===== config.mk =====
export PLATFORM = sky130hd
export DESIGN_NAME = spi_cfg_regs
export DESIGN_NICKNAME = d
export VERILOG_FILES = /design/src/rtl/spi_pkg.sv /design/src/rtl/spi_sync.sv /design/src/rtl/spi_cfg_regs.sv
export SDC_FILE = /design/constraint.sdc
export NUM_CORES = 1
export LEC_CHECK = 0
export ABC_AREA = 1
export CAP_MARGIN = 0
export CORE_ASPECT_RATIO = 0.9
export CORE_UTILIZATION = 60
export CTS_CLUSTER_DIAMETER = 30
export DETAILED_ROUTE_END_ITERATION = 6
export MAX_ROUTING_LAYER = met4
export PLACE_DENSITY = 0.85
export RECOVER_POWER = 50
export SYNTH_ARGS = -nofsm -noshare
export SYNTH_HDL_FRONTEND = slang
export SYNTH_HIERARCHICAL = 1
export SYNTH_SLANG_ARGS = --single-unit

===== constraint.sdc =====
create_clock -name CLK -period 3.4 [get_ports CLK]
set_input_delay 0.51 -clock CLK [delete_from_list [all_inputs] [get_ports CLK]]
set_output_delay 0.51 -clock CLK [all_outputs]
set_load 0.01 [all_outputs]

===== src/rtl/spi_pkg.sv =====
// rtl/spi_pkg.sv - shared FSM encoding and frame constants for the SPI config register file
package spi_pkg;
    typedef enum logic [1:0] {
        ST_IDLE,
        ST_ADDR,
        ST_DATA,
        ST_COMMIT
    } spi_state_e;

    localparam int HDR_BITS  = 8;
    localparam int RW_BIT    = 7;
    localparam int ADDR_BITS = 7;
    localparam int ERR_CNT_W = 8;
endpackage


===== src/rtl/spi_sync.sv =====
// rtl/spi_sync.sv - multi-flop synchroniser with registered rise/fall detection
module spi_sync #(
    parameter logic RESET_VAL = 1'b0,
    parameter int   STAGES    = 2
) (
    input  logic clk,
    input  logic rst_n,
    input  logic din,
    output logic level,
    output logic rise,
    output logic fall
);
    logic [STAGES-1:0] sync_q, sync_d;
    logic              dly_q, dly_d;
    logic              rise_q, rise_d;
    logic              fall_q, fall_d;

    always_comb begin
        sync_d = {sync_q[STAGES-2:0], din};
        dly_d  = sync_q[STAGES-1];
        rise_d = sync_q[STAGES-1] & ~dly_q;
        fall_d = ~sync_q[STAGES-1] & dly_q;
    end

    always_ff @(posedge clk or negedge rst_n) begin
        if (!rst_n) begin
            sync_q <= {STAGES{RESET_VAL}};
            dly_q  <= RESET_VAL;
            rise_q <= 1'b0;
            fall_q <= 1'b0;
        end else begin
            sync_q <= sync_d;
            dly_q  <= dly_d;
            rise_q <= rise_d;
            fall_q <= fall_d;
        end
    end

    // level is taken from the delay flop so it lines up with the registered edge flags
    assign level = dly_q;
    assign rise  = rise_q;
    assign fall  = fall_q;
endmodule


===== src/rtl/spi_cfg_regs.sv =====
// rtl/spi_cfg_regs.sv - addressable SPI configuration register file with read-back and frame error counting
module spi_cfg_regs
    import spi_pkg::*;
#(
    parameter int   NUM_REGS    = 4,
    parameter int   DATA_W      = 24,
    parameter int   SYNC_STAGES = 2,
    parameter logic CPOL        = 1'b0,
    parameter logic [NUM_REGS*DATA_W-1:0] RESET_VALS = (NUM_REGS*DATA_W)'(24'h502735)
) (
    input  logic                         CLK,
    input  logic                         RSTb,
    input  logic                         MOSI,
    input  logic                         SCK,
    input  logic                         CS,
    output logic                         MISO,
    output logic                         miso_oe,
    output logic [NUM_REGS*DATA_W-1:0]   regs,
    output logic [NUM_REGS-1:0]          wr_strobe,
    output logic                         frame_err,
    output logic [ERR_CNT_W-1:0]         err_count
);
    localparam int CNT_MAX = HDR_BITS + DATA_W + 1;
    localparam int CNT_W   = $clog2(CNT_MAX + 1);

    logic cs_lvl, cs_rise, cs_fall;
    logic sck_lvl, sck_rise, sck_fall;
    logic mosi_lvl, mosi_rise, mosi_fall;
    logic unused_mosi_edges;

    spi_sync #(.RESET_VAL(1'b1), .STAGES(SYNC_STAGES)) u_sync_cs (
        .clk(CLK), .rst_n(RSTb), .din(CS), .level(cs_lvl), .rise(cs_rise), .fall(cs_fall)
    );
    spi_sync #(.RESET_VAL(CPOL), .STAGES(SYNC_STAGES)) u_sync_sck (
        .clk(CLK), .rst_n(RSTb), .din(SCK), .level(sck_lvl), .rise(sck_rise), .fall(sck_fall)
    );
    spi_sync #(.RESET_VAL(1'b0), .STAGES(SYNC_STAGES)) u_sync_mosi (
        .clk(CLK), .rst_n(RSTb), .din(MOSI), .level(mosi_lvl), .rise(mosi_rise), .fall(mosi_fall)
    );
    assign unused_mosi_edges = mosi_rise | mosi_fall;

    spi_state_e                  state_q, state_d;
    logic [HDR_BITS-1:0]         hdr_q, hdr_d;
    logic [DATA_W-1:0]           shift_q, shift_d;
    logic [DATA_W-1:0]           out_q, out_d;
    logic [CNT_W-1:0]            cnt_q, cnt_d;
    logic                        miso_q, miso_d;
    logic                        oe_q, oe_d;
    logic [NUM_REGS*DATA_W-1:0]  regs_q, regs_d;
    logic [NUM_REGS-1:0]         wr_strobe_q, wr_strobe_d;
    logic                        frame_err_q, frame_err_d;
    logic [ERR_CNT_W-1:0]        err_count_q, err_count_d;

    logic                        cs_start, cs_stop, lead, trail;
    logic [HDR_BITS-1:0]         hdr_shift;
    logic [CNT_W-1:0]            cnt_inc;
    logic [DATA_W-1:0]           rd_word;
    logic                        commit_err;

    // an SCK edge is leading when SCK has just left its idle level
    assign lead     = (sck_rise | sck_fall) & (sck_lvl != CPOL);
    assign trail    = (sck_rise | sck_fall) & (sck_lvl == CPOL);
    assign cs_start = (cs_rise | cs_fall) & ~cs_lvl;
    assign cs_stop  = (cs_rise | cs_fall) & cs_lvl;

    always_comb begin
        hdr_shift = {hdr_q[HDR_BITS-2:0], mosi_lvl};
        cnt_inc   = (cnt_q == CNT_W'(CNT_MAX)) ? cnt_q : cnt_q + CNT_W'(1);
        rd_word   = '0;
        for (int i = 0; i < NUM_REGS; i++) begin
            if (hdr_shift[ADDR_BITS-1:0] == ADDR_BITS'(i)) begin
                rd_word = regs_q[i*DATA_W +: DATA_W];
            end
        end
    end

    always_comb begin
        state_d     = state_q;
        hdr_d       = hdr_q;
        shift_d     = shift_q;
        out_d       = out_q;
        cnt_d       = cnt_q;
        miso_d      = miso_q;
        oe_d        = oe_q;
        regs_d      = regs_q;
        wr_strobe_d = '0;
        frame_err_d = 1'b0;
        err_count_d = err_count_q;
        commit_err  = 1'b0;

        case (state_q)
            ST_IDLE: begin
                if (cs_start) begin
                    state_d = ST_ADDR;
                    hdr_d   = '0;
                    shift_d = '0;
                    out_d   = '0;
                    cnt_d   = '0;
                    miso_d  = 1'b0;
                    oe_d    = 1'b1;
                end
            end
            ST_ADDR: begin
                if (cs_stop) begin
                    state_d = ST_COMMIT;
                    oe_d    = 1'b0;
                    miso_d  = 1'b0;
                end else if (lead) begin
                    hdr_d = hdr_shift;
                    cnt_d = cnt_inc;
                    if (cnt_q == CNT_W'(HDR_BITS - 1)) begin
                        state_d = ST_DATA;
                        if (!hdr_shift[RW_BIT]) begin
                            out_d = rd_word;
                        end
                    end
                end
            end
            ST_DATA: begin
                if (cs_stop) begin
                    state_d = ST_COMMIT;
                    oe_d    = 1'b0;
                    miso_d  = 1'b0;
                end else begin
                    if (lead) begin
                        cnt_d = cnt_inc;
                        if (hdr_q[RW_BIT]) begin
                            shift_d = {shift_q[DATA_W-2:0], mosi_lvl};
                        end
                    end
                    // reads drain zeros once the word has been shifted out
                    if (trail && !hdr_q[RW_BIT]) begin
                        miso_d = out_q[DATA_W-1];
                        out_d  = {out_q[DATA_W-2:0], 1'b0};
                    end
                end
            end
            ST_COMMIT: begin
                state_d = ST_IDLE;
                if (cnt_q < CNT_W'(HDR_BITS)) begin
                    commit_err = 1'b1;
                end else if (hdr_q[RW_BIT]) begin
                    commit_err = 1'b1;
                    if (cnt_q == CNT_W'(HDR_BITS + DATA_W)) begin
                        for (int i = 0; i < NUM_REGS; i++) begin
                            if (hdr_q[ADDR_BITS-1:0] == ADDR_BITS'(i)) begin
                                regs_d[i*DATA_W +: DATA_W] = shift_q;
                                wr_strobe_d[i]             = 1'b1;
                                commit_err                 = 1'b0;
                            end
                        end
                    end
                end
                if (commit_err) begin
                    frame_err_d = 1'b1;
                    if (err_count_q != '1) begin
                        err_count_d = err_count_q + ERR_CNT_W'(1);
                    end
                end
            end
            default: state_d = ST_IDLE;
        endcase
    end

    always_ff @(posedge CLK or negedge RSTb) begin
        if (!RSTb) begin
            state_q     <= ST_IDLE;
            hdr_q       <= '0;
            shift_q     <= '0;
            out_q       <= '0;
            cnt_q       <= '0;
            miso_q      <= 1'b0;
            oe_q        <= 1'b0;
            regs_q      <= RESET_VALS;
            wr_strobe_q <= '0;
            frame_err_q <= 1'b0;
            err_count_q <= '0;
        end else begin
            state_q     <= state_d;
            hdr_q       <= hdr_d;
            shift_q     <= shift_d;
            out_q       <= out_d;
            cnt_q       <= cnt_d;
            miso_q      <= miso_d;
            oe_q        <= oe_d;
            regs_q      <= regs_d;
            wr_strobe_q <= wr_strobe_d;
            frame_err_q <= frame_err_d;
            err_count_q <= err_count_d;
        end
    end

    assign MISO      = miso_q & oe_q;
    assign miso_oe   = oe_q;
    assign regs      = regs_q;
    assign wr_strobe = wr_strobe_q;
    assign frame_err = frame_err_q;
    assign err_count = err_count_q;
endmodule


Yosys cells after proc, flatten, opt, wreduce, memory -nomap -nowiden
Cells that the tools add are included.
- add/sub/neg operators: 2
- order comparisons: 1
- equal/unequal tests: 31
- mux-type cells: 56
- bitwise gates (word level): 16
- reduce and logical (&&, ||, !) cells: 22
- operator list (kind ; number):
    2-to-1 mux 24 bit ; 14
    case mux 24 bit (3 select lines) ; 1
    case mux 24 bit (2 select lines) ; 1
    AND reduction 5 bit ; 6
    == test 7 x 2 -> 1 bit, second input constant ; 4
    inequality test 2 bit, second input constant ; 13
    2-to-1 mux 6 bit ; 4
    2-to-1 mux 8 bit ; 3
    2-to-1 mux 1 bit ; 19
    2-to-1 mux 4 bit ; 4
    case mux 8 bit (2 select lines) ; 1
    == test 7 x 1 -> 1 bit, second input constant ; 2
    zero test 7 bit ; 2
    == test 6 bit, second input constant ; 2
    case mux 6 bit (2 select lines) ; 1
    AND reduction 4 bit ; 3
    2-to-1 mux 2 bit ; 5
    bitwise AND 1 bit ; 9
    inequality test 3 bit, second input constant ; 3
    adder 8 x 1 -> 8 bit, second input constant ; 1
    inequality test 8 bit, second input constant ; 1
    case mux 2 bit (4 select lines) ; 1
    AND reduction 8 bit ; 1
    adder 6 x 1 -> 6 bit, second input constant ; 1
    16 further kinds ; 26
- bits in registers: 188
- input port bits: 5
- logic and storage cells: 152

Longest topological paths before layout
Gate-level depths: netlist of run 1.
- depth in word-level cells: 11
- mapped depth: 11
- gate-level depth less buffers: 10

By module
The synthesis of run 1 kept the hierarchy.
- modules (own cells, without submodules) (module ; times used ; cells an instance ; area each (sq um) ; seq. area each (sq um)):
    spi_cfg_regs ; 1 ; 1164 ; 8888.5 ; 4391.7
    spi_sync (u_sync_mosi ...) ; 2 ; 9 ; 140.1 ; 125.1
    spi_sync (u_sync_cs) ; 1 ; 9 ; 143.9 ; 128.9

Worst setup path after synthesis of run 1
Ideal clock, no wire load.
- kind: reg-to-reg
- from: register state_q[0]
- to: register shift_q[10]
- setup time: 0.130 ns
- data arrival time: 1.539 ns
- required time: 3.270 ns
- path slack: 1.731 ns
- stages on the path, launching flop included: 9
- buffers on the path: 2
- period minus slack after synthesis: 1.669 ns
- cell sequence: dfrtp_1 inv_1 ha_1 buf_2 o21ai_0 nand3_1 clkbuf_1 nand2_1 o21ai_0
- longest elaborated chain between the ends: 3
- ends and longest elaborated chain (item ; line ; RTL):
    start, declared ; spi_cfg_regs.sv:42 ; spi_state_e state_q, state_d;
    start signal, assigned ; spi_cfg_regs.sv:179 ; state_q <= state_d;
    == test 2 bit / zero test 2 bit (equally long branches) ; spi_cfg_regs.sv:91 ; case (state_q)
    inequality test 2 bit (no line) / nonzero test 2 bit (equally long branches) ; - ;
    AND reduction 5 bit (no line) ; - ;
    end signal, assigned ; spi_cfg_regs.sv:181 ; shift_q <= shift_d;
    end, declared ; spi_cfg_regs.sv:44 ; logic [DATA_W-1:0] shift_q, shift_d;
Parallel ways exist; a longest one is shown, timed or not.
A chain may end at the register's enable or synchronous reset.

Worst setup path after layout of run 1
- from: register hdr_q[3]
- to: register regs_q[54] (netlist: regs[54])
- longest elaborated chain between the ends: 2
- ends and longest elaborated chain (item ; line ; RTL):
    start, declared ; spi_cfg_regs.sv:43 ; logic [HDR_BITS-1:0] hdr_q, hdr_d;
    start signal, assigned ; spi_cfg_regs.sv:180 ; hdr_q <= hdr_d;
    == test 7 x 2 -> 1 bit ; spi_cfg_regs.sv:146 ; if (hdr_q[ADDR_BITS-1:0] == ADDR_BITS'(i)) begin
    AND reduction 5 bit (no line) ; - ;
    end signal, assigned ; spi_cfg_regs.sv:186 ; regs_q <= regs_d;
    end, declared ; spi_cfg_regs.sv:49 ; logic [NUM_REGS*DATA_W-1:0] regs_q, regs_d;
Every way passes these cells.

==> impl_metrics.ini, run 1 <==
[setup_path]
worst-setup-path-type = flip-flop to flip-flop
cp_slowest_cell = inv_1
critical_path.top_delay_family = simple AND/OR/NAND/NOR gates
rrSetupSlack_ns = 0.45
ff2ff_path_depth = 9
cp.arrival_ns = 3.27
r2r-start = hdr_q[3]
cpPeakStageDelay_ns = 0.50
end_kind = flip-flop
critPathLaunchType = flip-flop
critical_path_required_ns = 3.73
cp_max_fo = 28
crit_buf_inv = 3
worst_r2r_endpoint = regs[54]
path_cells = nor2_1, nand2_1, inv_1, nand2_1, nor2_1, nand3_2, buf_4, o21ai_1, inv_1

[placement]
dp.final_hpwl_mm = 15.53
pre_cts_ws_ns = 0.7715
io_buffers = 115
gp_congestion = 0.9002

[yosys]
syn_area_sq_mm = 0.009248
syn_nets = 1198
syn_inst = 1185
synth.avg_cell_area_sq_um = 7.804
yosys_warnings = 6

[clocking]
clock_latency_ns = 0.44
clkTransAtPathRegs_ns = 0.07
cts_tree = built
postCtsSetupBuffers = 0
htreeDepth = 4
numCtsBuffers = 17
cts-root-buf = clkbuf_16
cts-hold-fix-buffers = 0
cts.sinks = 188
clockBufferDepth = 2
cts_resized = 0

[timing]
fin_ws_ns = 0.4513
rsz0062_at_grt = false
fmax_mhz = 339.1
max-slew-margin-rel_pct = -60.53
finalCritPeriodShare_pct = 86.73
finClkSkew_ns = 0.009462
tightest_slew_ns = 2.408
finalMaxSlewViolations = 98
finalSetupTns_ns = 0
period_needed_ns = 2.949
setup_viol = 0
hold_violations = 0

[status]
status = complete, but fails checks
violations = max-capacitance violations, max-slew violations

[job]
drv_cap = 1

[final_layout]
seq_area_sq_mm = 0.004721
drive_above_1_share_pct = 6.086
nFillCells = 1078
layout_common_cells = nand2_1, inv_1, dfrtp_1, o21ai_1, clkdlybuf4s50_1
num_antenna_cells = 0
multi_input_area_sq_mm = 0.003435
fin_nets = 1298
layout_commonest_cell = nand2_1
area_growth_pct = 19.48

[drt]
final_antenna_net_count = 0
drc = 0
vias = 8224
routedWlPerCell_microns = 16.17
viasPerCell = 5.497
dr.pass1.iters = 5
drt_iter0_drc = 856
routed_wl_mm = 24.19

[floorplanning]
start_util_pct = 62.18
rows = 42
die_w_microns = 132.9
die_h_microns = 119.8
floorplan.core_area_sq_mm = 0.01487
dieArea_sq_mm = 0.01591
io_pins = 116

[min_path]
min_path_cells = 0
hold_path_end = u_sync_sck/sync_q[1]
hold_class = flip-flop to flip-flop
min_from = u_sync_sck/sync_q[0]

[grt]
grt_pass1_wl_mm = 39.25
overflow = 0
antenna_found_initial = 0
grt_use_total_pct = 32.92
grt_pass1_vias = 7765
grt_max_degree = 99

[power_and_ir_drop]
power.density_mw_per_mm2 = 528.9
leakagePower_nw = 6.426
peakVddDrop_v = 0.0005136
[area by class of cell]
type / count / share of cell area [%]
Clock buffer: 20 / 4.043
Clock inverter: 12 / 1.438
Inverter: 201 / 6.828
Multi-Input combinational cell: 745 / 31.08
Sequential cell: 188 / 42.72
Tap cell: 198 / 2.242
Timing Repair Buffer: 132 / 11.64
[worst max-delay path by stage]
stage,from,end,slack (ns),cells after the start
finish,hdr_q[3],regs[54],0.45,9
CTS,state_q[0],out_q[0],0.75,9
detailed placement,state_q[0],out_q[0],0.77,9
floorplan,state_q[0],shift_q[10],1.73,8
global placement,state_q[0],out_q[0],0.86,9
global route,hdr_q[3],regs[55],0.25,9
[metrics by stage]
stage          hold WS (ns)  utilization, %  total power [mW]  instance area, sq um  cells
2_1_floorplan        0.2144               -             3.401                  9248   1185
3_3_place_gp         0.3322           70.46             3.752                 10480   1464
3_5_place_dp         0.3370           70.46             3.795                 10480   1464
4_1_cts              0.2020           74.53             5.837                 11080   1496
5_1_grt              0.3546           74.30             6.083                 11050   1496
6_report             0.3499           74.30             5.844                 11050   1496
[worst register-to-register path, delay by kind of cell (launching register included)]
| family | cells | cell delay [ns] |
|---|---|---|
| buf+inv | 3 | 1.01 |
| compound gates | 1 | 0.19 |
| simple gates | 5 | 1.24 |
| flops | 1 | 0.39 |
[sequential cells by signal, indices dropped and copies added, names as in the netlist]
name	flops
u_sync_mosi/level	1
cnt_q	6
err_count	8
u_sync_sck/level	1
miso_q	1
out_q	24
u_sync_mosi/sync_q	2
u_sync_sck/sync_q	2
state_q	2
hdr_q	8
u_sync_cs/rise	1
frame_err	1
miso_oe	1
regs	96
u_sync_cs/sync_q	2
u_sync_sck/rise	1
shift_q	24
u_sync_cs/fall	1
u_sync_cs/level	1
u_sync_sck/fall	1
wr_strobe	4
[where the power goes]
group          switching (mW)  internal (mW)  leakage [nW]
combinational           0.979          0.383          3.59
sequential             0.0970           2.33          2.55
clock                   0.874           1.18         0.292
total                    1.95           3.89          6.43
[metal layers]
| metal | global-route usage [%] | part of all wire, % | vias to the layer above |
|---|---|---|---|
| met5 | - | 0 | - |
| met4 | 13.43 | 2.4 | 0 |
| met3 | 4.647 | 7.8 | 48 |
| met2 | 51.57 | 47 | 393 |
| met1 | 43.52 | 42 | 3934 |
| li1 | - | - | 3849 |
Power figures use the tool's default switching activity.
==> run 2, diff against run 1 <==
SLEW_MARGIN = 20   (was not set)
==> results of run 2 <==
Final layout, timing and power as in run 1 (identical DEF).
